**src/rtl/apb_timer.sv**
```systemverilog
// APB slave down-counting timer with prescaler, one-shot/auto-reload modes,
// sticky expiry flag, level interrupt and configurable access wait states.
module apb_timer #(
   parameter int WAIT_STATES = 0,
   parameter int CNT_W       = 32
) (
   input  logic        clk,
   input  logic        rst_n,
   input  logic        psel,
   input  logic        penable,
   input  logic [31:0] paddr,
   input  logic        pwrite,
   input  logic [31:0] pwdata,
   output logic [31:0] prdata,
   output logic        pready,
   output logic        pslverr,
   output logic        irq
);

   localparam logic [3:0] WS         = 4'(WAIT_STATES);
   localparam logic [2:0] OFF_CTRL   = 3'd0;
   localparam logic [2:0] OFF_PRESC  = 3'd1;
   localparam logic [2:0] OFF_LOAD   = 3'd2;
   localparam logic [2:0] OFF_COUNT  = 3'd3;
   localparam logic [2:0] OFF_STATUS = 3'd4;

   logic              access;
   logic [2:0]        offset;
   logic              unmapped;
   logic              wr_en;
   logic              ctrl_wr;
   logic              presc_wr;
   logic              load_wr;
   logic              status_wr;
   logic              tick;
   logic              expire;
   logic [3:0]        wcnt;
   logic              en;
   logic              ar;
   logic              ie;
   logic              exp_flag;
   logic [15:0]       presc;
   logic [15:0]       pcnt;
   logic [CNT_W-1:0]  load;
   logic [CNT_W-1:0]  count;
   logic [31:0]       load_ext;
   logic [31:0]       count_ext;
   logic              unused_bits;

   assign access    = psel & penable;
   assign offset    = paddr[4:2];
   assign unmapped  = offset > OFF_STATUS;
   // rst_n gates pready so an in-flight transfer stalls the instant reset asserts
   assign pready    = rst_n & access & (wcnt == WS);
   assign pslverr   = pready & unmapped;
   assign wr_en     = access & pready & pwrite;
   assign ctrl_wr   = wr_en & (offset == OFF_CTRL);
   assign presc_wr  = wr_en & (offset == OFF_PRESC);
   assign load_wr   = wr_en & (offset == OFF_LOAD);
   assign status_wr = wr_en & (offset == OFF_STATUS);
   assign tick      = en & (pcnt == presc);
   assign expire    = tick & (count == '0);
   assign irq       = exp_flag & ie;
   assign unused_bits = ^{paddr[31:5], paddr[1:0], pwdata};

   // Wait counter: clears whenever the access ends, completes or is abandoned.
   always_ff @(posedge clk or negedge rst_n) begin
      // NOTE: sequential state uses non-blocking assignments so every flop
      // samples pre-edge values regardless of statement order.
      if (!rst_n) begin
         wcnt <= '0;
      end else if (!access || pready) begin
         wcnt <= '0;
      end else begin
         wcnt <= wcnt + 4'd1;
      end
   end

   always_ff @(posedge clk or negedge rst_n) begin
      if (!rst_n) begin
         en    <= 1'b0;
         ar    <= 1'b0;
         ie    <= 1'b0;
         presc <= '0;
         load  <= '0;
      end else begin
         if (ctrl_wr) begin
            en <= pwdata[0];
            ar <= pwdata[1];
            ie <= pwdata[2];
         end else if (expire && !ar) begin
            en <= 1'b0;
         end
         if (presc_wr) presc <= pwdata[15:0];
         if (load_wr)  load  <= pwdata[CNT_W-1:0];
      end
   end

   // Prescaler and counter; a LOAD write overrides a coincident tick.
   always_ff @(posedge clk or negedge rst_n) begin
      if (!rst_n) begin
         pcnt  <= '0;
         count <= '0;
      end else begin
         if (load_wr || (ctrl_wr && pwdata[0] && !en)) begin
            pcnt <= '0;
         end else if (en) begin
            pcnt <= tick ? '0 : pcnt + 16'd1;
         end

         if (load_wr) begin
            count <= pwdata[CNT_W-1:0];
         end else if (tick) begin
            if (count != '0) begin
               count <= count - CNT_W'(1);
            end else if (ar) begin
               count <= load;
            end
         end
      end
   end

   // Expiry is sticky; a set in the same cycle as a clear wins.
   always_ff @(posedge clk or negedge rst_n) begin
      if (!rst_n) begin
         exp_flag <= 1'b0;
      end else if (expire) begin
         exp_flag <= 1'b1;
      end else if (status_wr && pwdata[0]) begin
         exp_flag <= 1'b0;
      end
   end

   always_comb begin
      // NOTE: every output of a combinational block gets a default first so
      // no path through the case leaves it unassigned (which infers a latch).
      load_ext                = '0;
      load_ext[CNT_W-1:0]     = load;
      count_ext               = '0;
      count_ext[CNT_W-1:0]    = count;
      prdata                  = '0;
      if (psel) begin
         case (offset)
            OFF_CTRL:   prdata = {29'b0, ie, ar, en};
            OFF_PRESC:  prdata = {16'b0, presc};
            OFF_LOAD:   prdata = load_ext;
            OFF_COUNT:  prdata = count_ext;
            OFF_STATUS: prdata = {31'b0, exp_flag};
            default:    prdata = '0;
         endcase
      end
   end

endmodule

```
**config.mk**
```make
export PLATFORM = sky130hd
export DESIGN_NAME = apb_timer
export DESIGN_NICKNAME = d
export VERILOG_FILES = /design/src/rtl/apb_timer.sv
export SDC_FILE = /design/constraint.sdc
export NUM_CORES = 1
export LEC_CHECK = 0
export CORE_MARGIN = 10
export CORE_UTILIZATION = 61
export CTS_BUF_LIST = sky130_fd_sc_hd__clkbuf_2 sky130_fd_sc_hd__clkbuf_4 sky130_fd_sc_hd__clkbuf_8
export CTS_CLUSTER_DIAMETER = 100
export CTS_CLUSTER_SIZE = 40
export DETAILED_ROUTE_END_ITERATION = 8
export PLACE_DENSITY_LB_ADDON = 0.3
export SETUP_SLACK_MARGIN = 0.3
export SYNTH_ARGS = -nofsm -noshare
export SYNTH_HDL_FRONTEND = slang
export SYNTH_SLANG_ARGS = --single-unit
```
**constraint.sdc**
```tcl
create_clock -name clk -period 5.7 [get_ports clk]
set_input_delay 0.855 -clock clk [delete_from_list [all_inputs] [get_ports clk]]
set_output_delay 0.855 -clock clk [all_outputs]
set_load 0.01 [all_outputs]
```
* Word-level counts from Yosys, hierarchy flattened
Index checks and enable logic that the tools add are counted.
** Storage, ports and cells
- Bits in registers :: 104
- Latch bits :: 0
- Memory bits (writable) :: 0
- ROM bits :: 0
- Input port bits :: 69
- Output and inout port bits :: 35
- Logic and storage cells :: 64
- Memories kept :: 0
** Operators by class
- $add $sub $neg :: 3
- $mul :: 0
- Divide/modulo/power cells :: 0
- Magnitude comparators :: 1
- Equality and inequality tests :: 5
- Shift operators :: 0
- Muxes and demuxes :: 14
- Bitwise operators :: 13
- Reductions and logical operators :: 19
** Operator list (number)
- 32-bit two-way mux :: 5
- 32-bit case mux with 5 select lines :: 1
- 16-bit two-way mux :: 3
- 32-bit logical NOT :: 1
- 32-bit nonzero test :: 1
- 32-bit by 1-bit subtractor with 32-bit output, second input constant :: 1
- 16-bit by 1-bit adder with 16-bit output, second input constant :: 1
- 16-bit equality test :: 1
- 1-bit AND :: 13
- 2-bit nonzero test :: 4
- 3-bit by 2-bit equality test with 1-bit output, second input constant :: 2
- 4-bit by 1-bit adder with 4-bit output, second input constant :: 1
- 1-bit logical AND :: 4
- 4-bit logical NOT :: 1
- 1-bit two-way mux :: 4
- 4-bit two-way mux :: 1
- 3-bit by 1-bit equality test with 1-bit output, second input constant :: 1
- 3-bit equality test, second input constant :: 1
- 3-bit greater-than comparator, second input constant :: 1
- 1-bit logical NOT :: 3
- 3-bit logical NOT :: 1
- 3-bit nonzero test :: 1
- 1-bit logical OR :: 2
- 2-bit AND reduction :: 1

* Logic depth before layout (Yosys ltp)
Gate-level depths: netlist (run 1).
- Depth in word-level cells :: 10
- Gate-level depth with buffers :: 10
- Gate-level depth less buffers :: 8

* Least setup slack after synthesis (run 1)
Ideal clock, no wire load.
- Path kind :: input to output
- Start :: input paddr[3]
- End :: output prdata[21]
- Arrival time :: 2.079 ns
- Required time :: 4.845 ns
- Path slack :: 2.766 ns
- Stages on the path :: 5
- Path buffers :: 3
- Path through :: clkbuf_1 clkbuf_1 nand3b_1 clkbuf_1 nor2_1
** Between the ends
- Longest elaborated chain between the ends :: 3
- Elaborated cells between the ends (all ways) :: 7
- Classes of those cells :: 4 x eq/ne; 2 x mux; 1 x reduce/logical
** RTL lines
- start: declaration :: RTL line 11 : input logic [31:0] paddr,
- 3-bit equality test, or another cell as far along :: RTL line 143 : case (offset)
- 32-bit case mux with 5 select lines * :: RTL line 143
- 32-bit two-way mux * :: RTL line 142 : if (psel) begin
- end: declaration :: RTL line 14 : output logic [31:0] prdata,
Mark *: on every way between the ends. The rest lies on a longest branch, timed or not.

* Final worst setup path (run 1)
- Start :: input paddr[3]
- End :: output prdata[3]
Same word-level chain as after synthesis.

==> out/results.txt, run 1 <==
Post-route DRC: 0
Synth Area in Compound Gates: 14.1%
Area Growth Syn to Fin: 14.3%
RePlAce Congestion: 0.936
CTS root buf: clkbuf_8
library cells used by synthesis: 74
clk buf depth: 2
Synth async-reset ratio: 100%
CP Class: primary input to output port
DPL Wire Length: 14.2 mm
WL met2: 9.25 mm
CP required: 4.85 ns
Reg2Reg Launch Point: count[14]$_DFFE_PN0P_
Final Skew: 0.0140 ns
number of synthesized flops with an enable pin: 0
P per Cell Area: 314 nW/um^2
Final period util: 74.3%
Reg2Reg Depth: 7
# setup viols final: 0
fin crit period: 4.23 ns
most used cell, CP: clkdlybuf4s50_1
Post-Syn Area per Cell: 8.85 um^2
Post-Syn Area: 6660 um^2
Final #Nets: 877
largest net degree at the start of global routing: 62
post-route setup slack: 1.47 ns
Int Pwr: 1.45 mW
core area: 10700 um^2
grt ovf: 0
CP Max Fanout: 9
VDD IR max: 0.000228 V
vias in the first global route: 6044
antenna violations before repair: 0
total vias in the final route: 6146
unrepaired setup endpoints after global routing: false
max-cap violations: 0
Combinational Power Share: 35.0%
Clk pin slew, worst setup/hold paths: 0.10 ns
main flop type after synthesis: dfrtp_1
Syn Nets: 827
Clk Latency, worst-skew pair: 0.39 ns
crit path cell chain: clkdlybuf4s50_1, nor2b_1, buf_4, a22oi_1, nor2_1, clkdlybuf4s50_1
Worst setup EP type: output port
r2r setup slk: 2.22 ns
Worst path max stage delay: 0.73 ns
Final Hold Viols: 0
Ports: 104
largest cells by area after synthesis: dfrtp_1 39%, nand2_1 7.7%, mux2_2 5.2%, nor2_1 4.4%, xnor2_1 3.4%
post-CTS sizing: 0
Fin Setup TNS: 0 ns
TritonCTS buffer count: 9
CP arrival: 3.38 ns
Switching Share: 39.3%
DR vias/cell: 6.49
Ys Warns: 0
critical path's slowest cell: clkdlybuf4s50_1
remaining antenna violation count: 0
DP Worst Slack: 1.54 ns
Starting Density: 62.0%
synthesized netlist cell count: 753
post-synthesis sequential area ratio: 39.1%
GRT Overall Usage: 25.0%
Least-Margin Pin Slew: 0.960 ns
Die W: 125 um
port buffer count: 74
Synth top area share: 39.1%
metal3 WL: 1.60 mm
outcome: finished, final reports clean
Post-CTS Setup Repair Bufs: 0
max layer used: met4
sequential share of power: 46.0%
Adder-Cell Fraction of Synth Area: 0.939%
critical path launch point type: primary input
FMAX: 236 MHz
# hold bufs at CTS: 0
reg2reg end: count[29]$_DFFE_PN0P_
main combinational cell family by area after synthesis: simple AND/OR/NAND/NOR gates
synthesized flop and latch total: 104
wire length on met1: 8.57 mm
Synth Area in XOR/XNOR: 5.39%
Clk pwr share: 19.0%
die height: 125 um
Initial DRC Count: 697
Pins Over Slew Limit: 0
worst hold path class: primary input to async pin
Std-Cell Rows: 38
global-route wire length before repair: 32.1 mm
cell taking the most area after synthesis: dfrtp_1
multiplexer area fraction after synthesis: 9.26%
Die Area: 15500 um^2
first drt pass iteration count: 5
WL per Instance: 21.0 um
diode count: 0
Clock Sinks: 104
fraction of layout cells with a size suffix above 1: 11.0%
CTS tree: yes
Psw: 0.940 mW
# H-tree levels: 3
simple-gate area share of the yosys netlist: 27.3%
Max-slew headroom: 35.9%
Routed WL: 19.9 mm
Leakage: 3.29 nW
-- metrics by stage --
step           instance area (um^2)  cells  hold WS [ns]  utilization [%]  power (mW)
3_3_place_gp                   7430    932         0.469             69.1        1.88
2_1_floorplan                  6660    753         0.452                -        1.66
6_report                       7610    947         0.436             70.8        2.39
5_1_grt                        7610    947         0.481             70.8        2.53
3_5_place_dp                   7430    932         0.484             69.1        1.92
4_1_cts                        7610    947         0.455             70.8        2.38
-- how the worst max path moves through the flow --
| stage | from | end | slack, ns |
|---|---|---|---|
| 2_1_floorplan | paddr[3] | prdata[21] | 2.77 |
| 3_3_place_gp | paddr[3] | prdata[15] | 1.52 |
| 3_5_place_dp | paddr[3] | prdata[15] | 1.54 |
| 4_1_cts | paddr[3] | prdata[15] | 1.53 |
| 5_1_grt | paddr[3] | prdata[3] | 1.43 |
| 6_report | paddr[3] | prdata[3] | 1.47 |
-- power groups by stage --
stage | Combinational, mW | Sequential, mW | Clock [mW]
6_report | 0.837 | 1.10 | 0.455
5_1_grt | 0.920 | 1.12 | 0.488
3_3_place_gp | 0.795 | 1.09 | 0
2_1_floorplan | 0.644 | 1.02 | 0
3_5_place_dp | 0.821 | 1.10 | 0
4_1_cts | 0.829 | 1.09 | 0.459
-- placed cells by master (no fill, tap or decap), types with 10 or more instances in the layout --
master	n
nand2_1	137
dfrtp_1	104
nor2_1	78
clkdlybuf4s50_1	72
o21ai_0	32
mux2_2	31
xnor2_1	26
nor3_1	25
nand3_1	23
mux2i_1	20
a22oi_1	18
a21oi_1	18
xor2_1	15
nand4_1	14
and3_1	12
clkbuf_8	12
buf_4	11
inv_1	10
nor4_1	10
-- per-layer routing --
layer,vias to the layer above,GRT usage (%)
met5,-,0
met1,3017,33.4
met2,305,39.2
met4,0,9.32
li1,2783,-
met3,41,4.94
-- synthesized netlist by cell type (all sizes together) (4+ instances only) --
library cell and n:
ha 5, xor2 15, dfrtp 104, mux2i 20, or2 4, a21oi 18
nor3 26, nand3 24, inv 10, o21ai 37, and3 12, nand2 137
clkbuf 22, nor4 16, o211ai 7, or4 5, or3 10, buf 23
xnor2 26, nand4 15, o2bb2ai 4, a21o 5, nor2b 5, a22o 8
o31ai 6, nand3b 5, mux2 31, and2 6, a22oi 18, a31oi 7
a211oi 6, nor2 79
-- cell families (layout without fill, tap and decap cells) --
logic type | count (synthesis) | count (layout)
AND/OR/NAND/NOR | 358 | 358
flip-flops | 104 | 104
adder cells (fa/ha/maj) | 5 | 5
XOR/XNOR | 41 | 41
multiplexers | 54 | 54
buffers and inverters | 55 | 109
AO/OA/AOI/OAI | 136 | 136
-- final cells by class --
cell class	count	area, um^2
multi-input cells	594	3800
fillers	858	3130
flip-flops and latches	104	2600
repair buffers	84	808
well taps	140	175
clock buffers	13	173
inverters	10	37.5
clock inverters	2	13.8
-- flip-flops by register name, indices dropped and copies added (netlist names) --
register and flops:
en 1, count 32, presc 16, exp_flag 1
pcnt 16, wcnt 4, ar 1, load 32
ie 1
-- worst max-delay path: cells and delay by family --
family	cells	cell delay, ns
buf+inv	3	1.58
simple gates	2	0.84
compound gates	1	0.09
Power figures use the tool's default switching activity.
==> run 2, diff against run 1 <==
CORE_UTILIZATION = 51   (was 61)
clock period = 3.5 ns   (was 5.7 ns; I/O delays follow)
==> out/results.txt, run 2 (synthesis results as in run 1) <==
DR vias/cell: 6.26 (was 6.49)
CP required: 2.97 ns (was 4.85 ns)
vias in the first global route: 6068 (was 6044)
non-filler cells in the finished layout: 991 (was 947)
Final #Nets: 888 (was 877)
Post-route DRC: 0 (unchanged)
CP startpoint: paddr[4] (was paddr[3])
grt ovf: 0 (unchanged)
dpl cell area: 7560 um^2 (was 7430 um^2)
antenna violations before repair: 0 (unchanged)
r2r setup slk: 0.56 ns (was 2.22 ns)
outcome: finished, final reports clean (unchanged)
Reg2Reg Depth: 5 (was 7)
first drt pass iteration count: 7 (was 5)
Std-Cell Rows: 41 (was 38)
TritonCTS buffer count: 9 (unchanged)
critical path launch point type: primary input (unchanged)
DP Worst Slack: 0.486 ns (was 1.54 ns)
Pins Over Slew Limit: 0 (unchanged)
Final Hold Viols: 0 (unchanged)
Least-Margin Pin Slew: 0.808 ns (was 0.960 ns)
Reg2Reg Launch Point: count[14]$_DFFE_PN0P_ (unchanged)
Starting Density: 52.4% (was 62.0%)
CTS tree: yes (unchanged)
post-route setup slack: 0.476 ns (was 1.47 ns)
# H-tree levels: 3 (unchanged)
Largest regs: count x32, load x32 (unchanged)
diode count: 0 (unchanged)
RePlAce Congestion: 0.942 (was 0.936)
FMAX: 331 MHz
post-layout util: 61.2% (was 70.8%)
largest net degree at the start of global routing: 55 (was 62)
Initial DRC Count: 572 (was 697)
clk buf depth: 2 (unchanged)
Final period util: 86.4%
Clk Latency, worst-skew pair: 0.40 ns (was 0.39 ns)
DPL Wire Length: 14.4 mm (was 14.2 mm)
Area Growth Syn to Fin: 16.8% (was 14.3%)
CP arrival: 2.50 ns (was 3.38 ns)
CP Class: primary input to output port (unchanged)
crit path to: prdata[5] (was prdata[3])
CP Max Fanout: 15 (was 9)
fraction of layout cells with a size suffix above 1: 12.3% (was 11.0%)
remaining antenna violation count: 0 (unchanged)
Post-CTS Setup Repair Bufs: 0 (unchanged)
commonest cells after routing, fill and taps aside: 137 x nand2_1, 104 x dfrtp_1, 78 x nor2_1, 72 x clkdlybuf4s50_1, 32 x o21ai_0 (unchanged)
Clock Sinks: 104 (unchanged)
total vias in the final route: 6208 (was 6146)
Die W: 134 um (was 125 um)
post-CTS sizing: 0 (unchanged)
post-route design area: 7780 um^2 (was 7610 um^2)
Leakage: 3.36 nW (was 3.29 nW)
Routed WL: 20.2 mm (was 19.9 mm)
P per Cell Area: 515 nW/um^2 (was 314 nW/um^2)
GRT Overall Usage: 22.4% (was 25.0%)
Max-slew headroom: 46.1% (was 35.9%)
placed cell count: 975 (was 932)
port buffer count: 74 (unchanged)
Fin Setup TNS: 0 ns (unchanged)
# setup viols final: 0 (unchanged)
Die Area: 18000 um^2 (was 15500 um^2)
Clk pin slew, worst setup/hold paths: 0.09 ns (was 0.10 ns)
fin crit period: 3.02 ns
Fillers: 1134 (was 858)
max-cap violations: 0 (unchanged)
global-route wire length before repair: 32.8 mm (was 32.1 mm)
VDD IR max: 0.000314 V (was 0.000228 V)
worst hold path class: primary input to async pin (unchanged)
unrepaired setup endpoints after global routing: false (unchanged)
Ports: 104 (unchanged)
Final Skew: 0.0152 ns (was 0.0140 ns)
die height: 134 um (was 125 um)
Worst setup EP type: output port (unchanged)
commonest non-fill, non-tap cell in the layout: nand2_1 (unchanged)
CTS root buf: clkbuf_8 (unchanged)
reg2reg end: count[14]$_DFFE_PN0P_ (was count[29]$_DFFE_PN0P_)
core area: 12700 um^2 (was 10700 um^2)
WL per Instance: 20.4 um (was 21.0 um)
# hold bufs at CTS: 0 (unchanged)
run 2: through the flow:
step / hold slack, ns / power [mW]
3_5_place_dp: 0.479 / 3.16
6_report: 0.339 / 4.01
2_1_floorplan: 0.229 / 2.71
3_3_place_gp: 0.467 / 3.09
5_1_grt: 0.375 / 4.23
4_1_cts: 0.351 / 3.99
run 2: how the worst min path moves through the flow:
stage | from | endpoint | slack [ns] | cells past startpoint
6_report | rst_n | load[28]$_DFFE_PN0P_ | 0.34 | 2
5_1_grt | rst_n | load[28]$_DFFE_PN0P_ | 0.37 | 2
4_1_cts | rst_n | load[28]$_DFFE_PN0P_ | 0.35 | 2
3_5_place_dp | load[19]$_DFFE_PN0P_ | load[19]$_DFFE_PN0P_ | 0.48 | 2
3_3_place_gp | load[29]$_DFFE_PN0P_ | load[29]$_DFFE_PN0P_ | 0.47 | 2
2_1_floorplan | rst_n | ar$_DFFE_PN0N_ | 0.23 | 0
run 2: critical path, stage by stage:
cell and delay, ns:
clkdlybuf4s50_1 0.47, nand2b_1 0.55, nor2_1 0.35, clkdlybuf4s50_1 0.59
run 2: area by class of cell:
class | count | area (um^2) | share of cell area (%)
Multi-Input combinational cell | 594 | 3800 | 48.9
Sequential cell | 104 | 2600 | 33.4
Timing Repair Buffer | 95 | 903 | 11.6
Tap cell | 172 | 215 | 2.77
Clock buffer | 14 | 186 | 2.40
Inverter | 10 | 37.5 | 0.482
Clock inverter | 2 | 35.0 | 0.450
run 2: layer usage:
metal	GRT usage, %	share of wire (%)
met1	29.4	43
met2	35.9	47
met3	5.12	7.6
met4	6.77	2.2
met5	0	0
run 2: power breakdown:
| group | switching [mW] | internal (mW) | total (mW) |
|---|---|---|---|
| registers | 0.359 | 1.42 | 1.78 |
| clock network | 0.428 | 0.417 | 0.844 |
| logic | 0.746 | 0.631 | 1.38 |
